**src/rtl/fetcher.sv**
```systemverilog
// fetcher: instruction fetch responder with a direct-mapped instruction cache
// in front of a valid/ready program-memory read channel.
module fetcher #(
   parameter int PROGRAM_MEM_ADDR_BITS = 8,
   parameter int PROGRAM_MEM_DATA_BITS = 16,
   parameter int CACHE_LINES = 8,
   parameter int CACHE_EN = 1
) (
   input  logic clk,
   input  logic reset,
   input  logic [2:0] core_state,
   input  logic [PROGRAM_MEM_ADDR_BITS-1:0] current_pc,
   output logic mem_read_valid,
   output logic [PROGRAM_MEM_ADDR_BITS-1:0] mem_read_address,
   input  logic mem_read_ready,
   input  logic [PROGRAM_MEM_DATA_BITS-1:0] mem_read_data,
   output logic [2:0] fetcher_state,
   output logic [PROGRAM_MEM_DATA_BITS-1:0] instruction,
   output logic [15:0] hit_count,
   output logic [15:0] miss_count
);
   localparam int IB = $clog2(CACHE_LINES);
   localparam int TB = PROGRAM_MEM_ADDR_BITS - IB;
   localparam logic [2:0] CORE_FETCH = 3'b001;
   localparam logic [2:0] CORE_DECODE = 3'b010;
   typedef enum logic [2:0] {IDLE = 3'b000, FETCHING = 3'b001, FETCHED = 3'b010} state_t;
   state_t state, state_n;
   logic [PROGRAM_MEM_DATA_BITS-1:0] line_data [CACHE_LINES];
   logic [TB-1:0] line_tag [CACHE_LINES];
   logic [CACHE_LINES-1:0] line_valid;
   logic [IB-1:0] pc_idx, req_idx;
   logic [TB-1:0] pc_tag, req_tag;
   logic hit, start, done, fill;
   assign pc_idx = current_pc[IB-1:0];
   assign pc_tag = current_pc[PROGRAM_MEM_ADDR_BITS-1:IB];
   assign req_idx = mem_read_address[IB-1:0];
   assign req_tag = mem_read_address[PROGRAM_MEM_ADDR_BITS-1:IB];
   assign hit = (CACHE_EN != 0) && line_valid[pc_idx] && line_tag[pc_idx] == pc_tag;
   assign start = state == IDLE && core_state == CORE_FETCH;
   assign done = state == FETCHING && mem_read_valid && mem_read_ready;
   assign fill = done && (CACHE_EN != 0);
   assign fetcher_state = state;
   always_comb begin
      state_n = state;
      state_n = start ? (hit ? FETCHED : FETCHING)
              : done ? FETCHED
              : (state == FETCHED && core_state == CORE_DECODE) ? IDLE
              : state;
   end
   always_ff @(posedge clk) begin
      if (reset) begin
         state <= IDLE;
         mem_read_valid <= 1'b0;
         mem_read_address <= '0;
         instruction <= '0;
         hit_count <= '0;
         miss_count <= '0;
      end else begin
         state <= state_n;
         if (start && hit) begin
            instruction <= line_data[pc_idx];
            hit_count <= hit_count + {15'b0, ~&hit_count};
         end
         if (start && !hit) begin
            mem_read_valid <= 1'b1;
            mem_read_address <= current_pc;
            miss_count <= miss_count + {15'b0, ~&miss_count};
         end
         if (done) begin
            instruction <= mem_read_data;
            mem_read_valid <= 1'b0;
         end
      end
   end
   always_ff @(posedge clk) begin
      if (reset) line_valid <= '0;
      else if (fill) line_valid[req_idx] <= 1'b1;
   end
   // Payload arrays need no reset; the valid bits gate every use.
   always_ff @(posedge clk) begin
      if (fill) begin
         line_data[req_idx] <= mem_read_data;
         line_tag[req_idx] <= req_tag;
      end
   end
endmodule

```
**config.mk**
```make
export PLATFORM = sky130hd
export DESIGN_NAME = fetcher
export DESIGN_NICKNAME = d
export VERILOG_FILES = /design/src/rtl/fetcher.sv
export SDC_FILE = /design/constraint.sdc
export NUM_CORES = 1
export LEC_CHECK = 0
export ABC_AREA = 1
export CORE_MARGIN = 2
export CORE_UTILIZATION = 50
export CTS_CLUSTER_DIAMETER = 100
export DETAILED_ROUTE_END_ITERATION = 10
export GPL_ROUTABILITY_DRIVEN = 0
export PLACE_DENSITY = 0.71
export SYNTH_ARGS = -nofsm -noshare
export SYNTH_HDL_FRONTEND = slang
export SYNTH_SLANG_ARGS = --single-unit
```
**constraint.sdc**
```tcl
create_clock -name clk -period 2.6 [get_ports clk]
set_input_delay 0.52 -clock clk [delete_from_list [all_inputs] [get_ports clk]]
set_output_delay 0.52 -clock clk [all_outputs]
set_load 0.03 [all_outputs]
```
==> flow_metrics.py <==
metrics = {
    "sta": {
        "rsz0062_at_grt": "no",
        "fin_skew_ns": 0.0121,
        "hold_viol": 0,
        "finalSetupViolations": 0,
        "worst_slew_margin_rel_pct": 55.6,
        "tightest_slew_ns": 0.663,
        "min_period_ns": 2.34,
        "finalWorstSetupSlack_ns": 0.260,
        "fin_tns_setup_ns": 0,
        "slew_violations": 0,
        "fmax_mhz": 427,
        "fin_crit_sh_pct": 90.0,
    },
    "finish": {
        "fill_cells": 1693,
        "area_growth_syn_to_layout_pct": 22.1,
        "utilization_pct": 61.7,
        "stdcell_count": 1429,
        "nets": 1175,
        "design_area_sq_mm": 0.0124,
        "drive_above_1_share_pct": 8.81,
    },
    "min_path": {
        "holdCritPathClass": "reg2reg",
        "whs_path_depth": 2,
    },
    "synthesis": {
        "syn_inst": 1033,
        "yosysWarningCount": 0,
        "syn-cell-area_sq_mm": 0.0101,
        "synth_cell_types": 33,
        "syn_avg_cell_area_sq_um": 9.80,
        "synth_seq_area_share_pct": 63.1,
        "ys_top_cells_by_area": "edfxtp_1, dfxtp_1, nand2_1, nor2_1, nand3_1",
        "synth_top_area_share_pct": 49.9,
        "yosysTopAreaCell": "edfxtp_1",
        "ys_seq_elements": 235,
        "synthesis.nets": 1068,
    },
    "pwr": {
        "cellPowerDensity_mw_per_mm2": 635,
        "switchingPower_uw": 1730,
        "p_int_uw": 6130,
        "switching_share_pct": 22.0,
        "leakage_uw": 0.00450,
        "power.clock.fraction_pct": 43.0,
        "power.share.sequential_pct": 51.3,
        "peakVddDrop_uv": 551,
        "power.share.combinational_pct": 5.7,
    },
    "detailed_routing": {
        "drtIter0Drc": 763,
        "wirelength_microns": 24800,
        "drc_errors": 0,
        "num_vias": 7718,
        "ant_nets": 0,
        "detail_route.first_pass.iterations": 5,
        "route.detailed.wl_per_inst_microns": 17.4,
        "vias_per_cell": 5.40,
    },
    "global_routing": {
        "grt_pass1_wl_microns": 39700,
        "grt_max_degree": 95,
        "grt_overflow": 0,
        "grt_pass1_vias": 7375,
        "antenna_found_initial": 1,
        "grt_usage_pct": 23.4,
    },
    "job": {
        "maxCapViolCount": 0,
    },
    "die": {
        "start_util_pct": 50.5,
        "core_sq_mm": 0.0200,
        "die_width_microns": 146,
        "dieArea_sq_mm": 0.0214,
        "die_y_microns": 146,
        "ios": 90,
        "num_rows": 52,
    },
    "worst_setup_path": {
        "path_class": "reg2out",
        "critPathLaunchType": "flip-flop",
        "arrival_ns": 1.82,
        "endpoint_kind": "output port",
        "crit_path_max_fanout": 10,
        "rr_worst_depth": 12,
        "cpPeakStageDelay_ns": 0.75,
        "cp_top_family": "buffers and inverters",
        "cpMaxStageDelayCell": "clkdlybuf4s50_1",
        "cp.buffers_inverters": 1,
        "worstPathRequired_ns": 2.08,
        "path_depth": 1,
        "path_cells": "clkdlybuf4s50_1",
    },
    "placed_design": {
        "dp_cells": 1383,
        "portBuffers": 88,
        "post-place-ws_ns": -0.0734,
        "place_area_sq_mm": 0.0116,
        "dpl.hpwl_microns": 15700,
    },
    "clock_tree": {
        "cts_tree": "built",
        "post-cts-setup-buffers": 0,
        "cts.clk_slew.worst_paths_ns": 0.06,
        "postCtsResizedCells": 0,
        "clock_latency_ns": 0.53,
        "clock-root-buffer": "clkbuf_16",
        "numCtsBuffers": 25,
        "postCtsHoldBufs": 0,
        "clk_path_buf_depth": 3,
        "cts-htree-levels": 1,
        "clock_sinks": 235,
    },
    "run_status": {
        "outcome": "complete, no violations",
    },
}
==> registers in the layout, indices dropped and copies added, names as in the netlist <==
register          count
fetcher_state         2
hit_count            16
instruction          16
line_data           128
line_tag             40
line_valid            8
mem_read_address      8
mem_read_valid        1
miss_count           16
==> layer usage <==
metal,share of wire [%],wire length (microns),up-vias,track usage (%)
met2,48,11900,261,39.0
met5,0,0,-,0
li1,-,-,3737,-
met4,3.1,781,0,7.96
met3,6.8,1690,60,4.28
met1,42,10400,3660,31.3
==> final cells by class <==
type / instances / area (sq um) / share of cell area [%]
Clock buffer: 28 / 637 / 5.15
Sequential cell: 235 / 6390 / 51.7
Tap cell: 270 / 338 / 2.73
Inverter: 74 / 278 / 2.25
Clock inverter: 17 / 134 / 1.08
Antenna cell: 1 / 2.50 / 0.0203
Multi-Input combinational cell: 667 / 3200 / 25.9
Timing Repair Buffer: 137 / 1380 / 11.2
==> cell families after synthesis <==
kind of cell	synth area share, %
buf+inv	5.45
flops	63.1
other cells	0.0371
fa+ha+maj	0.618
simple gates	19.6
compound gates	8.78
xor+xnor	2.42
==> worst paths after layout <==
kind / startpoint / endpoint / slack, ns
max: mem_read_address[6] / mem_read_address[6] / 0.26
min reg2reg: line_valid[1] / line_valid[1] / 0.47
max reg2reg: miss_count[2] / miss_count[14] / 0.34
min: line_valid[1] / line_valid[1] / 0.47
==> cell usage after synthesis (all sizes together) <==
cell / instances
nor3: 5
a21oi: 46
inv: 73
nor3b: 1
ha: 5
clkinv: 1
o22ai: 17
nand3: 89
dfxtp: 67
o21ai: 71
nand2: 210
and3: 1
buf: 28
o221ai: 16
nor4: 5
nor2: 154
xnor2: 14
clkbuf: 29
xor2: 14
nand3b: 4
nand4: 5
conb: 1
edfxtp: 168
a31oi: 9
==> worst register-to-register path, delay by kind of cell (launching register included) <==
family / cells / cell delay (ns)
and+or+nand+nor: 8 / 0.99
xor gates and xnor gates: 1 / 0.12
AOI/OAI and AO/OA: 1 / 0.14
DFF: 1 / 0.46
adders and majority gates: 2 / 0.48
==> layout by cell type (no fill, tap or decap), types with 16 or more instances in the layout <==
cell	netlist	layout
edfxtp_1	168	168
inv_1	71	71
a21oi_1	46	46
nand2_1	209	209
nor2_1	149	141
o22ai_1	17	17
o21ai_0	70	70
o221ai_1	16	16
buf_4	9	38
clkbuf_16	0	25
dfxtp_1	67	67
nand3_1	88	88
clkdlybuf4s50_1	0	87
==> power by group through the flow <==
| stage | clock [uW] | combinational, uW | sequential (uW) |
|---|---|---|---|
| 2_1_floorplan | 0 | 235 | 4120 |
| 3_3_place_gp | 0 | 438 | 4110 |
| 3_5_place_dp | 0 | 445 | 4110 |
| 4_1_cts | 3420 | 447 | 4030 |
| 5_1_grt | 3570 | 492 | 4030 |
| 6_report | 3370 | 448 | 4030 |
==> per-stage QoR <==
step	power [uW]	hold WS, ns
after floorplan	4360	0.440
after global placement	4550	0.450
after detailed placement	4550	0.458
after CTS	7890	0.471
after global routing	8090	0.487
final	7850	0.469
Power figures use the tool's default switching activity.
